### src/rtl/id_stage_hz.sv
// id_stage_hz: MIPS decode stage with register file, control decode, sign
// extension, load-use hazard detection, a valid-tagged ID/EX register and a
// saturating stall-cycle counter.
//
// Build option: define ID_WB_BYPASS_EN to return writeback data to a
// same-cycle read of the register being written. When it is undefined the
// read returns the old register value.
module id_stage_hz #(
  parameter int DATA_W = 32,
  parameter int REG_AW = 5,
  parameter int CNT_W  = 16
) (
  input  logic              clk,
  input  logic              reset,
  input  logic [31:0]       instr_in,
  input  logic [DATA_W-1:0] pc_in,
  input  logic              valid_in,
  input  logic              flush,
  input  logic              wb_we,
  input  logic [REG_AW-1:0] wb_addr,
  input  logic [DATA_W-1:0] wb_data,
  output logic              stall,
  output logic              ex_valid,
  output logic [8:0]        ex_ctrl,
  output logic [DATA_W-1:0] ex_pc,
  output logic [DATA_W-1:0] ex_rdata1,
  output logic [DATA_W-1:0] ex_rdata2,
  output logic [DATA_W-1:0] ex_imm,
  output logic [REG_AW-1:0] ex_rs,
  output logic [REG_AW-1:0] ex_rt,
  output logic [REG_AW-1:0] ex_rd,
  output logic [CNT_W-1:0]  stall_cnt
);

  // Control word layout: {RegDst, ALUSrc, MemtoReg, RegWrite, MemRead,
  // MemWrite, Branch, ALUOp[1:0]}.
  localparam int CTRL_MEMREAD = 4;

  localparam logic [5:0] OP_RTYPE = 6'h00;
  localparam logic [5:0] OP_LW    = 6'h23;
  localparam logic [5:0] OP_SW    = 6'h2B;
  localparam logic [5:0] OP_BEQ   = 6'h04;
  localparam logic [5:0] OP_ADDI  = 6'h08;

  localparam int NREGS = 2 ** REG_AW;

  logic [5:0]        opcode;
  logic [REG_AW-1:0] rs_addr;
  logic [REG_AW-1:0] rt_addr;
  logic [REG_AW-1:0] rd_addr;
  logic [DATA_W-1:0] imm_ext;
  logic [8:0]        ctrl_dec;
  logic [DATA_W-1:0] rdata1;
  logic [DATA_W-1:0] rdata2;
  logic              load_use;
  logic              bubble;
  logic [DATA_W-1:0] rf [NREGS];

  assign opcode  = instr_in[31:26];
  assign rs_addr = instr_in[21 +: REG_AW];
  assign rt_addr = instr_in[16 +: REG_AW];
  assign rd_addr = instr_in[11 +: REG_AW];
  assign imm_ext = {{(DATA_W-16){instr_in[15]}}, instr_in[15:0]};

  // Opcode to control word; unknown opcodes decode to all-zero control.
  always_comb begin
    ctrl_dec = 9'b0;
    unique case (opcode)
      OP_RTYPE: ctrl_dec = 9'b1_0_0_1_0_0_0_10;
      OP_LW:    ctrl_dec = 9'b0_1_1_1_1_0_0_00;
      OP_SW:    ctrl_dec = 9'b0_1_0_0_0_1_0_00;
      OP_BEQ:   ctrl_dec = 9'b0_0_0_0_0_0_1_01;
      OP_ADDI:  ctrl_dec = 9'b0_1_0_1_0_0_0_00;
      default:  ctrl_dec = 9'b0;
    endcase
  end

  // Register file write port; reset clears every entry, r0 is never written.
  always_ff @(posedge clk) begin
    if (reset) begin
      for (int i = 0; i < NREGS; i++) rf[i] <= '0;
    end else if (wb_we && (wb_addr != '0)) begin
      rf[wb_addr] <= wb_data;
    end
  end

  // Register file read ports; r0 is hard-wired to zero.
  always_comb begin
    rdata1 = '0;
    rdata2 = '0;
`ifdef ID_WB_BYPASS_EN
    if (rs_addr != '0) rdata1 = (wb_we && (wb_addr == rs_addr)) ? wb_data : rf[rs_addr];
    if (rt_addr != '0) rdata2 = (wb_we && (wb_addr == rt_addr)) ? wb_data : rf[rt_addr];
`else
    if (rs_addr != '0) rdata1 = rf[rs_addr];
    if (rt_addr != '0) rdata2 = rf[rt_addr];
`endif
  end

  // Load-use detection against the load sitting in ID/EX. rt is compared for
  // every opcode, so I-type instructions can stall needlessly; that is cheaper
  // than decoding which operands each opcode really uses.
  always_comb begin
    load_use = valid_in && ex_valid && ex_ctrl[CTRL_MEMREAD] && (ex_rt != '0) &&
               ((ex_rt == rs_addr) || (ex_rt == rt_addr));
    stall    = load_use && !flush;
  end

  assign bubble = flush || stall || !valid_in;

  // ID/EX register: data fields always load; the valid/control pair is
  // cleared for flushes, stalls and empty slots so a bubble never writes.
  always_ff @(posedge clk) begin
    if (reset) begin
      ex_valid  <= 1'b0;
      ex_ctrl   <= '0;
      ex_pc     <= '0;
      ex_rdata1 <= '0;
      ex_rdata2 <= '0;
      ex_imm    <= '0;
      ex_rs     <= '0;
      ex_rt     <= '0;
      ex_rd     <= '0;
    end else begin
      ex_valid  <= !bubble;
      ex_ctrl   <= bubble ? 9'b0 : ctrl_dec;
      ex_pc     <= pc_in;
      ex_rdata1 <= rdata1;
      ex_rdata2 <= rdata2;
      ex_imm    <= imm_ext;
      ex_rs     <= rs_addr;
      ex_rt     <= rt_addr;
      ex_rd     <= rd_addr;
    end
  end

  // Saturating count of stall cycles.
  always_ff @(posedge clk) begin
    if (reset) begin
      stall_cnt <= '0;
    end else if (stall && (stall_cnt != {CNT_W{1'b1}})) begin
      stall_cnt <= stall_cnt + 1'b1;
    end
  end

endmodule

### config.mk
export PLATFORM = sky130hd
export DESIGN_NAME = id_stage_hz
export DESIGN_NICKNAME = d
export VERILOG_FILES = /design/src/rtl/id_stage_hz.sv
export SDC_FILE = /design/constraint.sdc
export NUM_CORES = 2
export LEC_CHECK = 0
export BUFFER_PORTS_ARGS = -buffer_cell sky130_fd_sc_hd__buf_2
export CELL_PAD_IN_SITES_DETAIL_PLACEMENT = 0
export CELL_PAD_IN_SITES_GLOBAL_PLACEMENT = 1
export CORE_MARGIN = 2
export CORE_UTILIZATION = 42
export CTS_BUF_LIST = sky130_fd_sc_hd__clkbuf_16
export CTS_CLUSTER_DIAMETER = 50
export DETAILED_ROUTE_END_ITERATION = 12
export GPL_TIMING_DRIVEN = 0
export PLACE_DENSITY = 0.78
export SETUP_SLACK_MARGIN = 0.2
export SLEW_MARGIN = 20
export SYNTH_ARGS = -nofsm -noshare
export SYNTH_HDL_FRONTEND = slang
export SYNTH_SLANG_ARGS = --single-unit
### constraint.sdc
create_clock -name clk -period 2 [get_ports clk]
set_input_delay 0.2 -clock clk [delete_from_list [all_inputs] [get_ports clk]]
set_output_delay 0.2 -clock clk [all_outputs]
set_load 0.02 [all_outputs]
## Word level (Yosys, flattened, before mapping)

Memories as Yosys holds them, arrays and structs flattened. A register that Yosys moved wholly into a read port is not among the register bits.
Index checks and enable logic that the tools add are counted.

| word-level totals | value |
|---|---|
| register bits after elaboration | 89 |
| latch bits | 0 |
| memory bits (writable) | 1024 |
| bits in read-only memories | 0 |
| input port bits | 106 |
| output and inout bits | 170 |
| word-level logic and storage cells | 50 |
| memories kept | 1 |

| operators by class | value |
|---|---|
| $add $sub $neg | 1 |
| $mul | 0 |
| div/mod/pow operators | 0 |
| order comparisons | 0 |
| equal/unequal tests | 7 |
| shifts and indexed selects | 0 |
| muxes and demuxes | 9 |
| bitwise operators | 2 |
| reductions and logical operators | 22 |

Memory list:

| name | words | width | read ports | clocked after memory_dff | wr ports | line | source |
|---|---|---|---|---|---|---|---|
| rf | 32 | 32 | 2 | 2 | 32 | 57 | `logic [DATA_W-1:0] rf [NREGS];` |

Operators with widths:

| operator | count |
|---|---|
| case mux 9 bit (5 select lines) | 1 |
| 2-to-1 mux 32 bit | 1 |
| OR reduction 32 bit | 1 |
| nonzero test 5 bit | 4 |
| adder 16 x 1 -> 16 bit, second input constant | 1 |
| != test 16 bit, second input constant | 1 |
| == test 6 bit, second input constant | 2 |
| == test 5 bit | 2 |
| logical AND 1 bit | 7 |
| == test 6 x 3 -> 1 bit, second input constant | 1 |
| == test 6 x 4 -> 1 bit, second input constant | 1 |
| zero test 6 bit | 1 |
| 2-to-1 mux 1 bit | 6 |
| OR reduction 2 bit | 3 |
| 2-to-1 mux 5 bit | 1 |
| zero test 1 bit | 3 |
| logical OR 1 bit | 3 |
| NOT 1 bit | 2 |

## Longest topological paths before layout

| logic depth | value |
|---|---|
| depth after elaboration | 8 |
| depth in mapped cells | 7 |
| gate-level depth less buffers | 6 |

## Worst setup path before layout

OpenSTA, ideal clock, no wires.

| timing path | value |
|---|---|
| kind | reg-to-reg |
| start point | reg stall_cnt[0] |
| end point | reg stall_cnt[12] |
| setup time | 0.123 ns |
| arrival | 2.031 ns |
| required time | 1.877 ns |
| path slack | -0.154 ns |
| stages on the path, launching flop included | 7 |
| buffers on the path | 1 |
| period minus slack after synthesis | 2.154 ns |
| cell sequence | dfxtp_1 ha_1 nand2_1 or4_1 buf_6 nor4_1 mux2_1 |

| on the way | value |
|---|---|
| cells in the longest elaborated chain, start to end | 2 |
| elaborated cells between the ends (all ways) | 3 |
| those cells by class | add/sub (1); eq/ne (1); reduce/logical (1) |

RTL lines:

| element | line | source |
|---|---|---|
| start, declared | 32 | `output logic [CNT_W-1:0] stall_cnt` |
| start signal, assigned | 142 | `stall_cnt <= stall_cnt + 1'b1;` |
| parallel branches: the longest is 2 deep, another holds adder 16 x 1 -> 16 bit | n/a |  |

Parallel ways; which one is timed is not known.
A chain may end at the register's enable or synchronous reset.

## Worst setup path after layout

| timing path | value |
|---|---|
| start point | reg ex_rt[2] |
| end point | out stall |

| on the way | value |
|---|---|
| cells in the longest elaborated chain, start to end | 4 |
| elaborated cells between the ends (all ways) | 7 |
| those cells by class | eq/ne (2); reduce/logical (5) |

RTL lines:

| element | line | source |
|---|---|---|
| start, declared | 30 | `output logic [REG_AW-1:0] ex_rt,` |
| start signal, assigned | 132 | `ex_rt <= rt_addr;` |
| == test 5 bit or nonzero test 5 bit (tied branches) | 105, 104 |  |
| logical OR 1 bit or logical AND 1 bit (tied branches) | 105, 104 |  |
| logical AND 1 bit (*) | 104 | `load_use = valid_in && ex_valid && ex_ctrl[CTRL_MEMREAD] && (ex_rt != '0) &&` |
| logical AND 1 bit (*) | 106 | `stall = load_use && !flush;` |
| end, declared | 22 | `output logic stall,` |

Every way passes the cells marked *; elsewhere a longest branch is shown, timed or not.

==> results.json <==
{
  "status": "finished, violations left",
  "violations": "setup timing",
  "crit_chain": "xor2_2, nor3_2, a22oi_2, buf_6, nor2_4, buf_6",
  "clock_path_buffers": 3,
  "place_congestion": 0.939,
  "fin_nets": 4497,
  "dr.pass1.iters": 6,
  "syn-cell-area_mm2": 0.0586,
  "die-area_mm2": 0.143,
  "grt_max_degree": 33,
  "finalHoldViolations": 0,
  "slowest_delay_ns": 0.37,
  "path_depth": 6,
  "cts_sinks": 1169,
  "clockRootBuffer": "clkbuf_16",
  "ir_worst_vdd_uv": 642,
  "drt_iter0_drc": 4537,
  "drive_gt1_share_pct": 32.5,
  "crit_buf_inv": 2,
  "p_leak_nw": 25.2,
  "num_vias": 36600,
  "yosysMostFrequentCell": "edfxtp_1",
  "holdWs_ns": 0.0517,
  "fin_ws_ns": -0.167,
  "synthCells": 3803,
  "netlist.area_leader.share_pct": 52.5,
  "finalCriticalPeriod_ns": 2.17,
  "fin_skew_ns": 0.0324,
  "synth-edff-count": 1024,
  "synthTopCellsByCount": "1,024 x edfxtp_1, 992 x and2_1, 512 x mux4_2, 261 x clkbuf_1, 257 x mux2i_1",
  "post-place-ws_ns": -1.48,
  "slew_headroom_pct": 9.72,
  "finalCritPeriodShare_pct": 108,
  "synth_flop_cell": "edfxtp_1",
  "synth_seq_cells": 1169,
  "seq_area_frac_synth_pct": 57.4,
  "crit_family": "flip-flops",
  "grt_overflow": 0,
  "synth.distinct_cells": 44,
  "io_buffer_count": 269,
  "antenna_found_initial": 12,
  "cp-end-kind": "output port",
  "avgViaCountPerCell": 5.73,
  "maxCapViolations": 0,
  "first_global_vias": 36500,
  "crit_arrival_ns": 1.97,
  "syn_avg_cell_area_um2": 15.4,
  "synth_top_cell_by_area": "edfxtp_1",
  "required_ns": 1.80,
  "critPathMostFrequentCell": "buf_6",
  "finalWirelength_mm": 184,
  "cts_max_level": 4,
  "wl_per_cell_um": 28.8,
  "num_rows": 137,
  "synthToLayoutAreaGrowth_pct": 19.8,
  "cp_max_fo": 4,
  "cts.clk_slew.worst_paths_ns": 0.06,
  "worst-slew-pin-transition_ns": 1.35,
  "tritoncts": "built",
  "critPathLaunchType": "flop",
  "final_max_slew_viol_count": 0,
  "n_fill_cell": 11600,
  "async_flop_share_pct": 0,
  "worstHoldPathCells": 4,
  "initial_core_util_pct": 42.2,
  "numCtsBuffers": 141,
  "min_path_type": "primary input to flop",
  "rsz0062_at_grt": "true",
  "remaining_drc_errors": 0,
  "grt_pass1_wl_mm": 255,
  "crit_type": "flop to output port",
  "dp_hpwl_mm": 140,
  "core_mm2": 0.139,
  "finalSetupViolations": 1,
  "max_freq_ghz": 0.461,
  "die_height_um": 378,
  "io_pins": 276,
  "yosys_warnings": 0,
  "powerDensity_mw_per_mm2": 878,
  "worstSkewPairLatency_ns": 0.81,
  "finalSetupTns_ns": -0.167,
  "die_x_um": 378,
  "track_usage_pct": 25.5,
  "slowest_stage": "dfxtp_4",
  "yosys-top-cells-area": "edfxtp_1 52%, mux4_2 20%, and2_1 11%, dfxtp_1 5.0%, mux2i_1 4.4%",
  "worst-r2r-cell-count": 8,
  "ant_nets": 0
}
==> worst register-to-register path: cells and delay by family (launching register included) <==
family	cells	cell delay, ns
buffers and inverters	3	0.42
and+or+nand+nor	2	0.48
xor gates and xnor gates	1	0.15
DFF	1	0.37
AOI/OAI and AO/OA	1	0.12
muxes	1	0.32
==> metrics by stage <==
stage | area [um2] | utilization (%) | power [mW] | instances
2_1_floorplan | 58900 | - | 33.0 | 3834
3_3_place_gp | 62600 | 45.1 | 35.6 | 5979
3_5_place_dp | 62700 | 45.1 | 35.8 | 5980
4_1_cts | 69200 | 49.8 | 61.4 | 6365
5_1_grt | 70200 | 50.5 | 63.2 | 6381
6_report | 70200 | 50.5 | 61.7 | 6386
==> final timing paths <==
path | start | to | slack [ns]
max reg2reg | ex_rt[2]$_SDFF_PP0_ | stall_cnt[5]$_SDFFE_PP0P_ | 0.04
max | ex_rt[2]$_SDFF_PP0_ | stall | -0.17
min | reset | stall_cnt[15]$_SDFFE_PP0P_ | 0.05
min reg2reg | stall_cnt[0]$_SDFFE_PP0P_ | stall_cnt[0]$_SDFFE_PP0P_ | 0.53
==> per-layer routing <==
layer  global-route usage [%]  share of wire, %  up-vias
li1                         -                 -    15600
met1                     33.3                38    18700
met2                     41.7                48     1928
met3                     5.95                11      312
met4                     9.03               3.4       14
met5                        0             0.048        -
==> report_power, final <==
group,switching (mW),internal (mW)
Clock,10.8,14.5
Sequential,0.637,27.9
Combinational,4.51,3.28
Total,16.0,45.7
==> cells in the final DEF, fill, tap and decap left out, types with 97 or more instances in the layout <==
| master | synthesis | final |
|---|---|---|
| o22ai_1 | 128 | 127 |
| dlygate4sd3_1 | 0 | 97 |
| clkbuf_1 | 261 | 212 |
| clkbuf_16 | 0 | 143 |
| dfxtp_1 | 145 | 128 |
| mux4_2 | 512 | 512 |
| buf_2 | 57 | 315 |
| edfxtp_1 | 1024 | 1024 |
| mux2i_1 | 257 | 152 |
| and2_1 | 992 | 992 |
==> kinds of logic (layout without fill, tap and decap cells) <==
family / after synthesis / in the layout / share of synthesized area, %
buffers and inverters: 405 / 1048 / 3.06
and+or+nand+nor: 1290 / 1318 / 13.5
xor gates and xnor gates: 10 / 10 / 0.149
AOI/OAI and AO/OA: 147 / 147 / 1.59
adders and majority gates: 1 / 1 / 0.0213
muxes: 780 / 780 / 24.3
other: 1 / 37 / 0.00640
DFF: 1169 / 1169 / 57.4
==> sequential cells by signal, indices dropped and copies added (netlist names) <==
signal     cells
ex_valid       1
ex_rdata1     32
ex_imm        16
ex_ctrl        6
ex_rs          5
ex_rdata2     32
ex_pc         32
ex_rt          5
stall_cnt     16
rf          1024
==> cell type report <==
cell class / instances / area [um2] / area share (%)
plain buffers: 402 / 2070 / 2.95
diodes: 5 / 12.5 / 0.0178
multi-input cells: 2288 / 25000 / 35.5
flip-flops and latches: 1169 / 33700 / 48.0
clock inverters: 116 / 1020 / 1.46
well taps: 1876 / 2350 / 3.34
clock buffers: 142 / 3550 / 5.06
repair buffers: 385 / 2560 / 3.64
inverters: 3 / 11.3 / 0.0160
==> what timing repair did <==
action / 4_1_cts / 5_1_grt
endpoints found under the hold margin: 97 / 0
gates resized for setup: 232 / 245
cloned: 23 / 6
hold buffers: 97 / 0
pin swaps: 20 / 24
setup endpoints to repair: 1575 / 693
setup buffers: 7 / 10
Note: power is estimated with default switching activity, not from simulation.
